--- src/rtl/alu_issue_ctrl.sv ---
// Decode/issue/writeback controller for a 16-bit ALU: fetches one instruction per handshake,
// reads operands from an 8-entry register file, drives the ALU and writes the result back.
module alu_issue_ctrl #(
    parameter int DATA_W = 16,
    parameter int NREGS  = 8
) (
    input  logic              clk,
    input  logic              rst,
    input  logic              instr_valid,
    output logic              instr_ready,
    input  logic [15:0]       instr_data,
    output logic [DATA_W-1:0] alu_a,
    output logic [DATA_W-1:0] alu_b,
    output logic [2:0]        alu_sel,
    input  logic [DATA_W-1:0] alu_result,
    input  logic              alu_zero,
    input  logic              ld_en,
    input  logic [2:0]        ld_addr,
    input  logic [DATA_W-1:0] ld_data,
    input  logic [2:0]        dbg_addr,
    output logic [DATA_W-1:0] dbg_data,
    output logic              z_flag,
    output logic              done
);

    typedef enum logic [1:0] {
        IDLE   = 2'd0,
        DECODE = 2'd1,
        EXEC   = 2'd2,
        WB     = 2'd3
    } state_t;

    localparam logic [2:0] OP_CMP = 3'd7;

    state_t            state;
    state_t            state_nxt;
    logic [15:0]       ir;
    logic [DATA_W-1:0] res_q;
    logic [DATA_W-1:0] regs [NREGS];

    logic [2:0] ir_op;
    logic [2:0] ir_rd;
    logic [2:0] ir_rs1;
    logic [2:0] ir_rs2;
    logic       ir_use_imm;
    logic [2:0] ir_imm3;

    assign ir_op      = ir[15:13];
    assign ir_rd      = ir[12:10];
    assign ir_rs1     = ir[9:7];
    assign ir_rs2     = ir[6:4];
    assign ir_use_imm = ir[3];
    assign ir_imm3    = ir[2:0];

    assign dbg_data = regs[dbg_addr];

    always_ff @(posedge clk or posedge rst) begin
        if (rst) begin
            state <= IDLE;
        end else begin
            state <= state_nxt;
        end
    end

    always_comb begin
        state_nxt   = state;
        instr_ready = 1'b0;
        case (state)
            IDLE: begin
                instr_ready = 1'b1;
                if (instr_valid) begin
                    state_nxt = DECODE;
                end
            end
            DECODE:  state_nxt = EXEC;
            EXEC:    state_nxt = WB;
            WB:      state_nxt = IDLE;
            default: state_nxt = IDLE;
        endcase
    end

    // Datapath: IR latch, operand registers, result capture and the done pulse
    always_ff @(posedge clk or posedge rst) begin
        if (rst) begin
            ir      <= '0;
            alu_a   <= '0;
            alu_b   <= '0;
            alu_sel <= '0;
            res_q   <= '0;
            z_flag  <= 1'b0;
            done    <= 1'b0;
        end else begin
            done <= (state == WB);
            case (state)
                IDLE: begin
                    if (instr_valid) begin
                        ir <= instr_data;
                    end
                end
                DECODE: begin
                    alu_a   <= regs[ir_rs1];
                    alu_b   <= ir_use_imm ? {{(DATA_W-3){1'b0}}, ir_imm3} : regs[ir_rs2];
                    alu_sel <= ir_op;
                end
                EXEC: begin
                    res_q  <= alu_result;
                    z_flag <= alu_zero;
                end
                default: ;
            endcase
        end
    end

    // External loads only land in IDLE, so the WB write never collides with them
    always_ff @(posedge clk or posedge rst) begin
        if (rst) begin
            for (int i = 0; i < NREGS; i++) begin
                regs[i] <= '0;
            end
        end else if (state == IDLE && ld_en) begin
            regs[ld_addr] <= ld_data;
        end else if (state == WB && ir_op != OP_CMP) begin
            regs[ir_rd] <= res_q;
        end
    end

endmodule

--- config.mk ---
export PLATFORM = sky130hd
export DESIGN_NAME = alu_issue_ctrl
export DESIGN_NICKNAME = d
export VERILOG_FILES = /design/src/rtl/alu_issue_ctrl.sv
export SDC_FILE = /design/constraint.sdc
export NUM_CORES = 1
export LEC_CHECK = 0
export ABC_AREA = 1
export CAP_MARGIN = 20
export CORE_ASPECT_RATIO = 0.9
export CORE_MARGIN = 4
export CORE_UTILIZATION = 53
export DETAILED_ROUTE_END_ITERATION = 7
export PLACE_DENSITY_LB_ADDON = 0.05
export SYNTH_ARGS = -nofsm -noshare
export SYNTH_HDL_FRONTEND = slang
export SYNTH_SLANG_ARGS = --single-unit
export TNS_END_PERCENT = 20
--- constraint.sdc ---
create_clock -name clk -period 6.4 [get_ports clk]
set_input_delay 0.64 -clock clk [delete_from_list [all_inputs] [get_ports clk]]
set_output_delay 0.64 -clock clk [all_outputs]
set_load 0.01 [all_outputs]
-- Word-level counts from Yosys, hierarchy flattened
Index checks and enable logic that the tools add are counted.
- bits in registers: 199
- output and inout port bits: 54
- order comparisons: 7
- equal/unequal tests: 5
- multiplexer cells: 21
- bitwise gates (word level): 5
- reductions and logical operators: 7
- operator list (operator ; number):
    $bwmux 128 ; 2
    $mux 128 ; 2
    $bmux 16 s3 ; 3
    $mux 16 ; 9
    $demux 16 s3 ; 2
    $ge 4x4->1 const B ; 5
    $not 3->4 ; 5
    $lt 4x1->1 const B ; 2
    $pmux 2 s4 ; 1
    $eq 2x2->1 const B ; 2
    $logic_and 1x1->1 ; 4
    $ne 3x3->1 const B ; 1
    $eq 2x1->1 const B ; 1
    $logic_not 2->1 ; 1
    $mux 2 ; 1
    $ne 2x2->1 const B ; 1
    $reduce_and 2->1 ; 1
    $reduce_bool 2->1 ; 1
    $mux 1 ; 1

-- Logic depth before layout (Yosys ltp)
Gate-level depths: netlist (run 1).
- depth after elaboration: 8
- mapped depth: 10
- depth with buffers taken out: 9

-- Least setup slack after synthesis (run 1)
Ideal clock, no wire load.
- path type: input to output
- start point: input port dbg_addr[0]
- end point: output port dbg_data[10]
- data arrival time: 1508 ps
- path slack: 4252 ps
- stages on the path: 6
- path buffers: 2
- path through: buf_2 -> inv_1 -> clkbuf_1 -> nor2_1 -> o21ai_0 -> o21a_1
- longest elaborated chain between the ends: 4
- RTL lines (what ; RTL line ; RTL):
    start: declaration ; 20 ; input logic [2:0] dbg_addr,
    $not 3->4 (implied by the code) ; 55 ; assign dbg_data = regs[dbg_addr];
    $bmux 16 s3 ; 55 ;
    $mux 16 (implied by the code) (2 in a row) ; 55 ;
    end: declaration ; 21 ; output logic [DATA_W-1:0] dbg_data,
No other way between the ends. The select of a mux whose other input is x is not followed.

-- Worst setup path in the final report (run 1)
- start point: input port dbg_addr[1]
- end point: output port dbg_data[7]
The elaborated chain is that of the path after synthesis.

==> impl_metrics.toml, run 1 <==
[layout]
drive_above_1_share_pct = 7.30
n_antenna_cell = 0
nNetsFinal = 1695
area.sequential_mm2 = 0.00499
nFillCells = 2044
layout.cells.non_filler = 1935
multiInputGateArea_mm2 = 0.00592
stdcell_area_mm2 = 0.0136
postLayoutCoreUtil_pct = 62.2
areaGrowthSynthToFinish_pct = 14.1

[sta]
fin_hold_ws_ps = 475
report.final.slew_viol_count = 0
tightest_slew_ps = 1100
slew_headroom_pct = 26.4
fmax_mhz = 258
rsz0062_at_grt = "false"
clock_skew_ps = 15.9
setup_viol = 0
final.setup.tns_ps = 0
fin_ws_ps = 2530
fin_crit_sh_pct = 60.5
hold_viol_final = 0
fin_crit_ps = 3870

[floorplan]
die_w_um = 166
floorplan.initialDensity_pct = 54.5
die_height_um = 151
ios = 113
rows = 51
dieArea_mm2 = 0.0250
fp.coreArea_mm2 = 0.0220

[synth]
yosysTopAreaCell = "dfrtp_1"
synth_cell_types = 27
synth_warnings = 0
netlist_area_mm2 = 0.0120
synth.top_cell.area_share_pct = 41.6
yosys-top-cells-area = "dfrtp_1 42%, nand2_1 10%, nand3_1 6.7%"
ys_seq_area_share_pct = 41.6
syn_nets = 1674
synth_seq_cells = 199
syn_area_per_cell_um2 = 7.43
synthCells = 1610

[clocking]
clk_pin_slew_worst_paths_ps = 80
insertion_delay_ps = 450
cts_setup_buffers = 0
cts_tree = "built"
cts_sinks = 199
root_buffer = "clkbuf_16"
postCtsHoldBufs = 0
numCtsBuffers = 17
h-tree-depth = 4
cts_buffer_depth = 2
ctsResizeCount = 0

[route]
ant_nets = 0
drc = 0
drt_first_pass_iters = 6
drtIter0Drc = 2162
vias = 12600
vias_per_cell = 6.53
wirelength_um = 45700
post_drt_wl_per_cell_um = 23.6

[place]
dp_hpwl_um = 28400
pre_cts_slack_ps = 2740
gp_congestion = 0.937
dp_cells = 1902
numPortBuffers = 112
post_dp_cell_area_mm2 = 0.0130

[global_routing]
grt_most_used_layer = "met2"
first_global_vias = 11600
grt_pass1_wl_um = 69500
grt_use_total_pct = 36.0
grt_use_met1_pct = 49.5
antenna_found_initial = 0
use_met2_pct = 53.4
grt_max_degree = 94
overflow = 0
grtUsageMet3_pct = 8.24

[setup_path]
start_kind = "primary input"
crit_required_ps = 5760
cp-startpoint = "dbg_addr[1]"
endpoint_kind = "output port"
r2r_start = "ir[9]"
cp.arrival_ps = 3230
critPathKind = "in2out"
critPathMaxFanout = 18

[min_path]
min_from = "alu_sel[1]"
hp-class = "reg2reg"

[power]
p_leak_nw = 6.00
total_power_mw = 6.44
ir_worst_vdd_uv = 380
powerDensity_mw_per_mm2 = 472

[outcome]
status = "finished, final reports clean"

[run]
maxCapViolCount = 0
-- final cells by class --
type / count / share of cell area (%)
Clock buffer: 17 / 3.12
Clock inverter: 15 / 1.38
Inverter: 126 / 3.66
Multi-Input combinational cell: 1159 / 43.4
Sequential cell: 199 / 36.5
Tap cell: 291 / 2.67
Timing Repair Buffer: 128 / 9.26
-- cell families (layout without fill, tap and decap cells) --
group	after synthesis	after routing	share of synthesized area, %
compound gates	576	576	26.7
simple gates	556	556	20.2
buf+inv	252	286	8.90
flops	199	199	41.6
mux	22	22	2.07
fa+ha+maj	5	5	0.523
-- path summary, 6_finish.rpt --
check / endpoint / slack (ps) / cells after the start
min in group asynchronous: z_flag / 680 / 2
max: dbg_data[7] / 2530 / 7
max reg2reg: alu_a[7] / 3370 / 4
min: alu_sel[1] / 480 / 2
min reg2reg: alu_sel[1] / 480 / 2
max in group asynchronous: ir[7] / 4440 / 3
-- worst max-delay path, cell delays in order --
cell,delay (ps)
clkdlybuf4s50_1,530
clkinv_1,660
a21oi_1,370
o21ai_0,130
nand3_1,100
o21a_1,220
clkdlybuf4s50_1,570
-- state kept, by name, summed over array words and instances, names as in the netlist --
register	count
ir	16
done	1
regs	128
alu_a	16
alu_sel	3
res_q	16
alu_b	16
z_flag	1
state	2
-- power breakdown --
part | switching (mW) | leakage (nW) | internal, mW
clock network | 0.557 | 0.299 | 0.595
logic | 2.11 | 3.12 | 1.08
registers | 0.384 | 2.58 | 1.72
-- per-layer routing --
layer  vias up  routed length, µm  part of all wire [%]
met5         -                  0                     0
met4         0               2800                   6.1
met3       187               5980                    13
met2       985              19100                    42
met1      5829              17800                    39
li1       5640                  -                     -
-- synth_stat cells --
cell type	instances
o21ai_0	157
inv_6	1
buf_4	5
o21a_1	16
clkinv_2	11
nand4_1	1
buf_6	3
nor2_4	2
o22ai_1	127
mux2_2	22
ha_1	5
clkinv_1	4
o21ai_1	89
inv_1	105
nand2_2	14
inv_2	5
a21oi_1	141
dfrtp_1	199
nor2_1	38
nand3_1	161
buf_2	47
buf_1	13
nand2_1	329
nand3_2	8
clkbuf_1	58
o211ai_1	46
nand2_4	3
-- layout by cell type (no fill, tap or decap), drive strengths merged --
cell | netlist | layout
bufinv | 0 | 2
dfrtp | 199 | 199
mux2 | 22 | 22
o21ai | 246 | 246
o21a | 16 | 16
clkinv | 15 | 21
ha | 5 | 5
nor2 | 40 | 40
nand2 | 346 | 346
buf | 68 | 17
o22ai | 127 | 127
inv | 111 | 117
a21oi | 141 | 141
clkdlybuf4s50 | 0 | 111
nand4 | 1 | 1
nand3 | 169 | 169
o211ai | 46 | 46
clkinvlp | 0 | 1
clkbuf | 58 | 17
No activity file was read; power rests on OpenSTA's default activity.
==> inputs of run 2 (changes only) <==
- clock period: 6.4 -> 3.2 ns (I/O delays scaled with it)
==> run 2 against run 1 <==
Effect of this change: global-route usage up 0.20 points; flip-flop and latch count unchanged; sequential share of layout area down 0.67 points; clock skew down 2.7 ps; combinational power up 100%; critical path depth up 1; first-iteration DRC count down 5.8%; hold slack worse by 190 ps; non-clock buffer count up 35; sequential power up 100%; largest power group unchanged.
==> impl_metrics.toml, run 2 (synthesis gave the netlist of run 1 again) <==
[run]
maxCapViolCount = 0

[floorplan]
fp.coreArea_mm2 = 0.0220
rows = 51
dieArea_mm2 = 0.0250
die_w_um = 166
ios = 113
floorplan.initialDensity_pct = 54.5
die_height_um = 151

[sta]
rsz0062_at_grt = "false"
report.final.slew_viol_count = 0
fmax_mhz = 390
fin_crit_ps = 2570
hold_viol_final = 0
clock_skew_ps = 13.2
tightest_slew_ps = 958
setup_viol = 0
fin_crit_sh_pct = 80.2
final.setup.tns_ps = 0
fin_hold_ws_ps = 280
fin_ws_ps = 635
slew_headroom_pct = 36.0

[place]
pre_cts_slack_ps = 704
dp_hpwl_um = 30000
numPortBuffers = 112
gp_congestion = 0.936
post_dp_cell_area_mm2 = 0.0133

[global_routing]
grt_max_degree = 79
grt_use_total_pct = 36.2
first_global_vias = 11800
grt_pass1_wl_um = 70000
overflow = 0
antenna_found_initial = 0

[layout]
layout_commonest_cell = "nand2_1"
multiInputGateArea_mm2 = 0.00592
nFillCells = 1984
nNetsFinal = 1730
largest_register_ffs = 128
stdcell_area_mm2 = 0.0139
areaGrowthSynthToFinish_pct = 16.2
final_cell_mix = "329 x nand2_1, 196 x dfrtp_1, 161 x nand3_1"
drive_above_1_share_pct = 9.11
largest-register = "regs"
area.sequential_mm2 = 0.00499
n_antenna_cell = 0

[setup_path]
start_kind = "primary input"
critPathMaxFanout = 18
crit_required_ps = 2880
endpoint_kind = "output port"
critPathKind = "in2out"
cp.arrival_ps = 2250

[clocking]
numCtsBuffers = 17
cts_sinks = 199
clk_pin_slew_worst_paths_ps = 80
cts_buffer_depth = 2
insertion_delay_ps = 450
h-tree-depth = 4
cts_tree = "built"
cts_setup_buffers = 0
ctsResizeCount = 0
root_buffer = "clkbuf_16"
postCtsHoldBufs = 0

[route]
wirelength_um = 45700
vias = 12700
drtIter0Drc = 2037
drc = 0
ant_nets = 0
post_drt_wl_per_cell_um = 23.2
vias_per_cell = 6.46
drt_first_pass_iters = 6

[power]
p_leak_nw = 6.15
powerDensity_mw_per_mm2 = 925
ir_worst_vdd_uv = 1140
total_power_mw = 12.9

[min_path]
hp-class = "in2async"

[outcome]
status = "finished, final reports clean"
[run 2: changes by cell type in the layout (fill, tap and decap cells not counted), sizes merged]
cell and change:
buf +35, bufinv -2, clkbuf +1, clkinv -3
clkinvlp +2, inv +2
[run 2: critical path, stage by stage]
cell and delay, ps:
clkdlybuf4s50_1 540, clkinv_1 80, buf_4 230, a21oi_1 170
o21ai_0 110, nand3_1 110, o21a_1 140, clkdlybuf4s50_1 530
[run 2: per-stage QoR]
step	utilization (%)	cells
6_report	63.3	1970
5_1_grt	63.3	1970
4_1_cts	63.3	1970
3_5_place_dp	60.8	1938
3_3_place_gp	60.8	1938
2_1_floorplan	-	1610
[run 2: path summary, 6_finish.rpt]
path                               start            to  slack, ps  cells past startpoint
max                          dbg_addr[1]  dbg_data[11]        630                      8
min in group clk           instr_data[2]         ir[2]        440                      3
min                                  rst     regs[100]        280                      2
max reg2reg                     state[1]      regs[12]        660                      9
max in group asynchronous            rst         ir[7]       1930                      3
min reg2reg                   alu_sel[1]    alu_sel[1]        480                      2
[run 2: layout make-up]
cell class / instances / area share, %
Inverter: 126 / 3.56
Tap cell: 291 / 2.62
Timing Repair Buffer: 163 / 11.3
Multi-Input combinational cell: 1159 / 42.6
Clock buffer: 18 / 3.09
Clock inverter: 14 / 0.963
Sequential cell: 199 / 35.9
[run 2: layer usage]
layer / track usage [%] / part of all wire, % / up-vias
met5: 0 / 0 / -
met4: 18.4 / 5.9 / 0
met3: 7.82 / 12 / 174
met2: 55.0 / 43 / 934
met1: 49.3 / 39 / 5897
li1: - / - / 5712
[run 2: report_power, final]
group | total [mW] | internal (mW) | switching, mW
clock network | 2.16 | 1.04 | 1.12
registers | 4.25 | 3.44 | 0.810
logic | 6.46 | 2.29 | 4.17
==> inputs of run 3 (changes only) <==
- CORE_UTILIZATION: 53 -> 58
- clock period: 3.2 -> 2.4 ns (I/O delays scaled with it)
==> run 3 against run 2 <==
Effect of this change: die area down 8.2%; first-iteration DRC count up 3.8%; cell area up 1.6%; sequential power up 33%; clock power up 29%; utilization up 6.9 points; sequential share of layout area down 0.56 points; worst setup slack worse by 570 ps.
==> impl_metrics.toml, run 3 (synthesis gave the netlist of run 1 again) <==
[layout]
layout.cells.non_filler = 1950
largest-register = "regs"
n_antenna_cell = 0
areaGrowthSynthToFinish_pct = 18.0
layout_commonest_cell = "nand2_1"
nNetsFinal = 1746
drive_above_1_share_pct = 9.91
largest_register_ffs = 128
final_cell_mix = "329 x nand2_1, 196 x dfrtp_1, 161 x nand3_1"
nFillCells = 1685
stdcell_area_mm2 = 0.0141

[setup_path]
ff2ff_path_depth = 8
r2r_start = "state[1]"
rrSetupSlack_ps = 230
cp.arrival_ps = 2100
endpoint_kind = "output port"
crit_required_ps = 2160
critPathMaxFanout = 18
start_kind = "primary input"
r2r-end = "regs[72]"
critPathKind = "in2out"

[floorplan]
ios = 113
dieArea_mm2 = 0.0230
fp.coreArea_mm2 = 0.0201
die_height_um = 144
die_w_um = 159
rows = 49
floorplan.initialDensity_pct = 59.5

[sta]
slew_headroom_pct = 46.3
fin_crit_ps = 2340
clock_skew_ps = 13.8
hold_viol_final = 0
report.final.slew_viol_count = 0
final.setup.tns_ps = 0
rsz0062_at_grt = "true"
fmax_mhz = 428
setup_viol = 0
fin_crit_sh_pct = 97.4
tightest_slew_ps = 801

[route]
vias_per_cell = 6.66
drt_first_pass_iters = 7
wirelength_um = 44300
post_drt_wl_per_cell_um = 22.7
drtIter0Drc = 2114
vias = 13000
ant_nets = 0
drc = 0

[place]
gp_congestion = 0.969
dp_cells = 1918
dp_hpwl_um = 29900
post_dp_cell_area_mm2 = 0.0136
numPortBuffers = 112

[power]
powerDensity_mw_per_mm2 = 1230
ir_worst_vdd_uv = 954
power_switching_mw = 8.20
p_leak_nw = 6.28
power.internal_mw = 9.12
pwr-share-clk_pct = 16.1
p_seq_share_pct = 32.6
combPwrFrac_pct = 51.3
swShare_pct = 47.3

[run]
maxCapViolCount = 0

[clocking]
cts_sinks = 199
h-tree-depth = 4
postCtsHoldBufs = 0
insertion_delay_ps = 450
clk_pin_slew_worst_paths_ps = 90
cts_setup_buffers = 0
cts_tree = "built"
ctsResizeCount = 0
root_buffer = "clkbuf_16"
cts_buffer_depth = 2
numCtsBuffers = 17

[global_routing]
overflow = 0
grt_max_degree = 93
grt_pass1_wl_um = 68200
first_global_vias = 12100
antenna_found_initial = 0
grt_use_total_pct = 38.1

[outcome]
status = "finished, final reports clean"

[min_path]
hp-class = "in2async"
[run 3: layer usage]
| metal | part of all wire, % | wire (µm) | GRT usage (%) | vias up |
|---|---|---|---|---|
| li1 | - | - | - | 5736 |
| met1 | 38 | 16700 | 50.4 | 5922 |
| met2 | 42 | 18500 | 56.8 | 1104 |
| met3 | 15 | 6450 | 11.2 | 230 |
| met4 | 6.0 | 2640 | 21.2 | 0 |
| met5 | 0 | 0 | 0 | - |
[run 3: worst max-delay path by stage]
stage,endpoint,start,cells after the start
floorplan,alu_a[0],rst,1
global placement,dbg_data[1],dbg_addr[1],7
detailed placement,dbg_data[1],dbg_addr[1],7
CTS,dbg_data[1],dbg_addr[1],7
global route,dbg_data[5],dbg_addr[1],8
finish,dbg_data[15],dbg_addr[1],8
[run 3: area by class of cell]
class | instances | area, µm² | area share (%)
Multi-Input combinational cell | 1159 | 5920 | 41.9
Sequential cell | 199 | 4990 | 35.3
Timing Repair Buffer | 179 | 1860 | 13.2
Inverter | 126 | 495 | 3.51
Clock buffer | 19 | 433 | 3.07
Tap cell | 255 | 319 | 2.26
Clock inverter | 13 | 110 | 0.780
[run 3: power groups by stage]
stage	Clock [mW]	Combinational, mW	Sequential (mW)
2_1_floorplan	0	5.70	5.26
3_3_place_gp	0	8.37	5.59
3_5_place_dp	0	8.53	5.63
4_1_cts	2.80	8.60	5.57
5_1_grt	2.92	9.59	5.75
6_report	2.79	8.90	5.64
[run 3: per-stage QoR]
step                      power (mW)  setup slack (ps)  hold slack, ps  utilization, %
after floorplan                 11.0              -414             391               -
final                           17.3              61.3             133            70.2
after detailed placement        14.2              54.4             466            67.5
after global placement          14.0              51.5             461            67.5
after CTS                       17.0              37.8             139            70.2
after global routing            18.3             -2.83             167            70.2
[run 3: critical path, cell delays in order]
cell and delay (ps):
clkdlybuf4s50_1 500, clkinv_1 120, buf_12 170, a21oi_1 100
o21ai_0 110, nand3_1 100, o21a_1 180, clkdlybuf4s50_1 560
